File: src/rtl/fetch_stage.sv
// LEGv8 IF stage with IF/ID pipeline register: PC, stall/redirect handling, misaligned-target flag.
// Optional FETCH_PERF_CNT_EN adds saturating stall and flush counters.
module fetch_stage #(
    parameter int                ADDR_W   = 64,
    parameter int                INSTR_W  = 32,
    parameter logic [ADDR_W-1:0] RESET_PC = '0,
    parameter int                PC_INC   = 4
) (
    input  logic               clk,
    input  logic               reset,
    input  logic               PCWrite,
    input  logic               IF_ID_Write,
    input  logic               branch_taken_M,
    input  logic [ADDR_W-1:0]  branch_target_M,
    output logic [ADDR_W-1:0]  imem_addr,
    input  logic [INSTR_W-1:0] imem_rdata,
    output logic [ADDR_W-1:0]  pc_F,
    output logic [ADDR_W-1:0]  pc_D,
    output logic [INSTR_W-1:0] instr_D,
    output logic               valid_D,
    output logic               fetch_fault
`ifdef FETCH_PERF_CNT_EN
    ,
    output logic [31:0]        stall_cycles,
    output logic [31:0]        flush_count
`endif
);

    logic [ADDR_W-1:0] pc_next;
    logic [ADDR_W-1:0] redirect_pc;
    logic              target_misaligned;

    assign redirect_pc       = {branch_target_M[ADDR_W-1:2], 2'b00};
    assign target_misaligned = |branch_target_M[1:0];
    assign imem_addr         = pc_F;

    always_comb begin
        pc_next = pc_F + ADDR_W'(PC_INC);
        if (branch_taken_M)
            pc_next = redirect_pc;
        else if (!PCWrite)
            pc_next = pc_F;
    end

    // NOTE: sequential state uses non-blocking assignments so every register samples pre-edge values.
    always_ff @(posedge clk) begin
        if (reset) begin
            pc_F        <= RESET_PC;
            fetch_fault <= 1'b0;
        end else begin
            pc_F <= pc_next;
            if (branch_taken_M && target_misaligned)
                fetch_fault <= 1'b1;
        end
    end

    // A redirect flushes IF/ID even during a stall: the held instruction is on the wrong path.
    always_ff @(posedge clk) begin
        if (reset || branch_taken_M) begin
            pc_D    <= '0;
            instr_D <= '0;
            valid_D <= 1'b0;
        end else if (IF_ID_Write) begin
            pc_D    <= pc_F;
            instr_D <= imem_rdata;
            valid_D <= 1'b1;
        end
    end

`ifdef FETCH_PERF_CNT_EN
    always_ff @(posedge clk) begin
        if (reset) begin
            stall_cycles <= '0;
            flush_count  <= '0;
        end else begin
            if (!PCWrite && !branch_taken_M && stall_cycles != 32'hFFFF_FFFF)
                stall_cycles <= stall_cycles + 32'd1;
            if (branch_taken_M && flush_count != 32'hFFFF_FFFF)
                flush_count <= flush_count + 32'd1;
        end
    end
`endif

endmodule

File: config.mk
export PLATFORM = sky130hd
export DESIGN_NAME = fetch_stage
export DESIGN_NICKNAME = d
export VERILOG_FILES = /design/src/rtl/fetch_stage.sv
export SDC_FILE = /design/constraint.sdc
export NUM_CORES = 1
export LEC_CHECK = 0
export ABC_AREA = 1
export CORE_MARGIN = 3
export CORE_UTILIZATION = 29
export CTS_CLUSTER_DIAMETER = 150
export CTS_CLUSTER_SIZE = 8
export DETAILED_ROUTE_END_ITERATION = 16
export DONT_BUFFER_PORTS = 1
export PLACE_DENSITY_LB_ADDON = 0.2
export SLEW_MARGIN = 10
export SYNTH_ARGS = -nofsm -noshare
export SYNTH_HDL_FRONTEND = slang
export SYNTH_SLANG_ARGS = --single-unit
File: constraint.sdc
create_clock -name clk -period 3.4 [get_ports clk]
set_clock_uncertainty 0.05 [all_clocks]
set_input_delay 0.34 -clock clk [delete_from_list [all_inputs] [get_ports clk]]
set_output_delay 0.34 -clock clk [all_outputs]
set_load 0.03 [all_outputs]
==> impl.org, run 1 <==
** Setup path
- Reg2reg path depth :: 9
- STA puts the critical path data arrival time at between 2000 and 3000 ps.
- The kind of cell with the highest combined delay along the critical path is simple AND/OR/NAND/NOR gates.
- Sum of buffers and inverters on the critical path :: 1
- Of all nets on the critical path, the largest fanout is 5.
- FF-to-FF Start :: imem_addr[5]
- Kind of critical path :: flip-flop to flip-flop
- Required time of the worst setup path :: 3660 ps
- R2R Setup Slk :: 1120 ps
- On the worst path, the slowest cell contributes a delay of ~740 ps.
- Kind of launch point of the worst setup path :: flip-flop
- Tracing the worst setup path back leads to its startpoint at imem_addr[5].
- Category of the worst setup path capture point :: flip-flop
- Slowest-stage cell, CP :: dfxtp_1
- The critical path goes through inv_1 -> nor2_4 -> nand2_2 -> nor2_4 -> nand2_1 -> nor2_1 -> nand2_1 -> nand3_1 -> a21oi_1.
- The worst register-to-register path ends at imem_addr[56].

** Timing
- The worst pin sits at a relative slew slack of 0.264.
- Setup repair after global routing left no endpoint under its margin.
- Final setup viols :: 0
- Final hold viol count :: 0
- In the finished design, the share of the clock period the worst path needs comes to 0.671.
- For this run, the top clock speed supported by timing is 438 MHz.
- Transition time of the tightest slew-check pin :: 1100 ps
- Summed over all failing endpoints, the final setup total negative slack is 0 ps.
- The count of pins over their slew limit is 0.
- Counting I/O delays and the setup requirement, the final critical path takes 2280 ps.
- On the final layout, the worst hold slack is 21.6 ps.

** Routing
- Routed WL :: 32300 um
- Before antenna repair, the detailed router went through 4 iterations.
- After detailed routing, the average wire length per cell comes to between 20 and 25 um.
- The detailed router finished its first iteration with around 450 violations.
- The routed layout has just under 8k vias.
- The count of nets left with antenna violations once routing finished came out at 0.
- Using the TritonRoute via totals, the vias-per-cell ratio works out to 4.91.
- DRC :: 0

** Clock network
- Counting along the longest clock path gives a buffer depth of 2.
- Latest clock arrival within the worst-skew pair :: 440 ps
- Once the clock tree was built, the resizer swapped 0 gates to a different size.
- Sinks on the clock net :: 158
- Clock-pin transition on the worst setup and hold timing paths :: 70 ps
- Clock Root Buffer :: clkbuf_16
- TritonCTS buffer count :: 17
- TritonCTS built the clock tree.
- The H-tree was split into 4 levels.

** Synth
- Yosys printed 0 warnings.
- Number of library cell types mapped by synthesis :: 30
- Yosys attributes the largest share of cell area to dfxtp_1, nand2_1, a21oi_1.
- The biggest area contributor in the post-synthesis netlist is dfxtp_1.
- For this run, the register share of the synthesized area comes to 0.385.
- A synthesized cell averages 6.85 um^2.
- In this run, synthesis inferred 0 flip-flops with an integrated enable.
- Cell Area, Synth :: 8220 um^2
- Among all cell types in the netlist, the one instantiated most often is nand2_1.
- In the synthesized netlist the dominant register cell turns out to be dfxtp_1.
- Syn Inst Count :: roughly 1.2k
- Register bit count reported by yosys :: 158
- Of the post-synthesis cell area, the dominant cell type holds 0.385.
- By count the netlist is led by nand2_1, dfxtp_1, nor2_1, a21oi_1, buf_4.
- Counting flops with an async set or reset pin after synthesis yields a share of 0.

** Cells and area
- The net count of the finished layout is 1296.
- Antenna Diode Count :: 0
- In the final layout, the share of cells above drive strength 1 is 0.113.
- Area of the multi-input gates :: 4100 um^2
- Total of fill cells in the finished design :: 3004
- Layout overhead on the synthesized area :: 14.4%
- The finished cells cover 9400 um^2.
- Final core utilization :: 0.343
- Across the whole layout, storage elements account for roughly 3200 um^2.

** Floorplanning
- 327 I/O pins were placed.
- In this run the horizontal extent of the chip is 174 um.
- The floorplan step defined a die boundary enclosing 30400 um^2.
- Rows :: 60
- Measured along the y axis, the die boundary spans about 170 um.
- Core area :: around 27000 um^2
- For this configuration, the core starts out at a cell density of 0.300.

** GRT
- The number of global-route vias before repair came to 7637.
- Entering global routing, the biggest net connects 96 pins.
- Leftover overflow at the end of global routing :: 0
- The first global-routing pass estimated 48500 um of wire.
- Gr usage total :: 0.207
- Number of antenna violations at the first check in global routing :: 2

** Placement
- Summing all placed instances gives a cell area of 8460 um^2.
- Port Buf Inserts :: 0
- Routability-driven placement finished with a final weighted congestion of 0.871.
- The HPWL after detailed placement is 23400 um.

** Power
- Summing internal, switching and leakage power gives 4700 uW.
- Leakage power :: 0.00343 uW
- IR analysis of the VDD net gives a maximum drop of ~0.3 mV.
- Power density cells :: roughly 500 nW/um^2

** Outcome
- Run status :: finished clean

** Hold path
- Worst hold-check path type :: input port to flip-flop
- Along the worst hold path, the cell count comes to 2.
- In this run the most critical hold path is launched from branch_target_M[11].
- Endpoint of the worst hold path :: imem_addr[11]

** Flow run
- Across the run, the number of max-cap violations was 0.
==> state kept, by name (all words and copies together) (netlist names) <==
| signal | count |
|---|---|
| fetch_fault | 1 |
| instr_D | 32 |
| valid_D | 1 |
| pc_D | 62 |
| imem_addr | 62 |
==> where the power goes <==
part           leakage, uW  internal (uW)  switching (uW)
clock             0.000293           1110             925
combinational      0.00184            173             434
sequential         0.00129           1920             132
==> layout by cell type, fill, tap and decap left out, types with 2 or more instances in the layout <==
cell type and n:
nor2_2 9, inv_1 65, nand2_4 2, nor2_4 8
clkbuf_16 17, a22oi_1 45, xnor2_1 19, a211oi_1 18
buf_4 63, dlygate4sd3_1 29, conb_1 6, nand2_2 14
a31oi_1 11, nand2_1 361, inv_8 2, nand3_1 55
dfxtp_1 158, xor2_1 11, clkinv_4 3, inv_2 4
bufinv_16 2, o21ai_1 8, a21oi_1 127, o21bai_1 15
inv_6 6, nand4_1 5, nor2_1 128, o21ai_0 7
==> worst reg2reg max path: cells and delay by family, from the launching register on <==
kind,cells,cell delay (ps)
AO/OA/AOI/OAI,1,60
flip-flops,1,740
buffers and inverters,1,230
AND/OR/NAND/NOR,7,1090
==> per-stage QoR <==
step / setup WS (ps) / std cells
final: 1120 / 1579
after CTS: 1090 / 1579
after floorplan: 1520 / 1205
after detailed placement: 1100 / 1516
after global placement: 1100 / 1516
after global routing: 937 / 1579
==> worst max-delay path by stage <==
stage                     to  slack, ps  cells after the start
3_5_place_dp   imem_addr[59]       1100                      7
2_1_floorplan  imem_addr[40]       1520                     10
3_3_place_gp   imem_addr[59]       1100                      7
6_report       imem_addr[56]       1120                      9
4_1_cts        imem_addr[43]       1090                      7
5_1_grt        imem_addr[61]        940                      8
==> kinds of logic after synthesis <==
group	share of synthesized area
xor gates and xnor gates	0.0320
buffers and inverters	0.121
and+or+nand+nor	0.293
DFF	0.385
AOI/OAI and AO/OA	0.167
adders and majority gates	0.00152
other	0.000456
==> layout make-up <==
class                   count  share of cell area
well taps                 372              0.0495
clock inverters            15              0.0185
multi-input cells         854               0.436
flip-flops and latches    158               0.336
clock buffers              17              0.0453
inverters                  69              0.0276
repair buffers             94              0.0863
==> layer usage <==
layer  global-route usage  routed length [um]  vias up
li1                     -                   -     3824
met1                0.273               14500     3629
met2                0.330               14500      272
met3               0.0719                2880       25
met4               0.0442                 378        4
met5                    0                  21        -
==> what timing repair did <==
| action | CTS | global route |
|---|---|---|
| setup buffers | 0 | 0 |
| hold endpoints to repair | 111 | 0 |
| hold buffers | 31 | 0 |
No activity file was read; power rests on OpenSTA's default activity.
==> inputs of run 2 (changes only) <==
==> constraint.sdc (replaced) <==
create_clock -name clk -period 2.15 [get_ports clk]
set_clock_uncertainty 0.05 [all_clocks]
set_input_delay 0.215 -clock clk [delete_from_list [all_inputs] [get_ports clk]]
set_output_delay 0.215 -clock clk [all_outputs]
set_load 0.03 [all_outputs]
==> impl.org, run 2 (synthesis gave the netlist of run 1 again) <==
** Power
- IR Drop Worst-Case VDD :: 0.468 mV
- Power density cells :: 720 nW/um^2
- The analysis attributes to cell leakage a power of ~0.0038 uW.

** Timing
- Summed over all failing endpoints, the final setup total negative slack is 0 ps.
- RSZ-0062 raised after global routing :: false
- Final setup viols :: 0
- Maximum achievable frequency :: 503 MHz
- Transition time of the tightest slew-check pin :: between 500 and 600 ps
- Final hold viol count :: 0
- In the finished design, the share of the clock period the worst path needs comes to 0.924.
- The worst path needs 1990 ps of the cycle, external delays included.
- Number of pins exceeding their max-slew limit in the final report :: 0
- Relative slew margins :: 0.656

** Cells and area
- The filler cells instantiated in the layout total 2952.
- Antenna Diode Count :: 0
- Compared with the post-synthesis result, the final layout area differs by 26.1%.
- In the final design database the tool counted 1392 nets.
- Leaving out fill and tap cells, the most frequent cell in the layout is nand2_1.
- In the layout the commonest cells are nand2_1, dfxtp_1, nor2_1, a21oi_1, dlygate4sd3_1.
- In the final layout, the share of cells above drive strength 1 is 0.111.
- Final core utilization :: 0.378

** Routing
- DRC :: 0
- Mean routed wirelength per cell :: around 20 um
- Dividing the detail-routed via count by the number of cells gives around 4.9.
- Routed WL :: 32500 um
- Detailed-router iteration count before antenna repair :: 5
- Via count :: about 8.2k
- The count of nets left with antenna violations once routing finished came out at 0.
- Number of design-rule violations left by the first detailed-router iteration :: about 540

** Setup path
- The worst setup path is of the flip-flop to flip-flop kind.
- Counting both buffers and inverters, the worst setup path holds a total of 0.
- On the critical path, the stage with the largest delay is an instance of dfxtp_1.
- Most used cell along the critical path :: nand2_2
- Kind of cell adding the most delay to the critical path :: simple AND/OR/NAND/NOR gates
- Kind of launch point of the worst setup path :: flip-flop
- Slowest cell delay on critical path :: 410 ps
- Traced cell by cell, the critical path runs through ha_1 -> nand2_2 -> nor2_4 -> nand2_4 -> nor2_8 -> nand2_2 -> o21bai_1 -> nand3_1 -> a21oi_1.
- For the worst setup path, the data arrival time is around 2300 ps.
- Category of the worst setup path capture point :: flip-flop
- Peak fanout along the critical path :: 7
- Data on the critical path is required at its endpoint by 2460 ps.

** Clock network
- CTS tree :: yes
- The clock drives 158 sinks.
- Clock-pin transition on the worst setup and hold timing paths :: 80 ps
- In this run the number of H-tree levels came out at 4.
- Clock Root Buffer :: clkbuf_16
- TritonCTS buffer count :: 17
- Latest clock arrival within the worst-skew pair :: 430 ps
- Max Root-Sink Buffers :: 2

** GRT
- Global-route wire length before repair :: 49600 um
- The initial antenna violation count was 1.
- Entering global routing, the biggest net connects 100 pins.
- Number of global-route vias before repair :: 8141
- Leftover overflow at the end of global routing :: 0
- In the global route stage, overall resource usage came out at 0.209.

** Floorplanning
- Core area :: 27400 um^2
- I/O pin count :: 327
- Floorplan die height :: roughly 170 um
- Width of the die :: 174 um
- Initial core utilization :: 0.300
- DIE AREA :: 30400 um^2
- After floorplanning, the core was divided into 60 placement rows.

** Flow run
- Count of max-cap constraint violations :: 0

** Outcome
- The flow ran to the end, and the final reports show no timing, DRC or antenna violations.

** Placement
- At the end of routability-driven placement, the weighted congestion stood at 0.887.
- Detailed placement ended at an HPWL of 23300 um.
- Port Buf Inserts :: 0

** Hold path
- Worst hold-check path type :: input port to flip-flop
run 2: cell type report:
cell class | count | area [um^2] | area share
well taps | 372 | 465 | 0.0449
flip-flops and latches | 158 | 3160 | 0.305
multi-input cells | 854 | 4100 | 0.396
clock buffers | 17 | 425 | 0.0411
clock inverters | 15 | 148 | 0.0143
inverters | 69 | 259 | 0.0250
repair buffers | 190 | 1800 | 0.173
run 2: repair_timing:
| item | CTS | global route |
|---|---|---|
| hold endpoints to repair | 157 | 0 |
| hold buffers | 120 | 0 |
| gates resized for setup | 0 | 0 |
| buffers inserted | 0 | 0 |
run 2: power breakdown:
part	total [uW]	switching, uW	internal [uW]
Sequential	3240	202	3040
Combinational	1150	758	397
Clock	3060	1510	1550
run 2: final timing paths:
| path | from | to | slack, ps | cells after the start |
|---|---|---|---|---|
| worst max-delay path | imem_addr[3] | imem_addr[38] | 160 | 9 |
| worst min-delay path | branch_target_M[29] | imem_addr[29] | 10 | 2 |
| worst max register to register | imem_addr[3] | imem_addr[38] | 160 | 9 |
| worst min register to register | imem_addr[3] | pc_D[3] | 520 | 2 |
run 2: worst reg2reg max path, cell delays in order (launching register included):
cell and delay (ps):
dfxtp_1 410, ha_1 210, nand2_2 80, nor2_4 190, nand2_4 110, nor2_8 240, nand2_2 190, o21bai_1 170
nand3_1 90, a21oi_1 170
run 2: layer usage:
layer / up-vias / wire length (um) / track usage
li1: 4018 / - / -
met1: 3808 / 14800 / 0.280
met2: 331 / 14800 / 0.339
met3: 25 / 2630 / 0.0553
met4: 2 / 330 / 0.0446
met5: - / 13 / 0
run 2: through the flow:
| step | total power (uW) | setup WS, ps | hold WS [ps] | instances | instance area, um^2 |
|---|---|---|---|---|---|
| after CTS | 7560 | 181 | 1.25 | 1675 | 10400 |
| after floorplan | 4080 | 270 | 314 | 1205 | 8240 |
| after detailed placement | 4210 | 191 | 246 | 1523 | 8540 |
| final | 7460 | 162 | 9.87 | 1675 | 10400 |
| after global placement | 4200 | 256 | 241 | 1523 | 8540 |
| after global routing | 7750 | 19.8 | 2.37 | 1675 | 10400 |
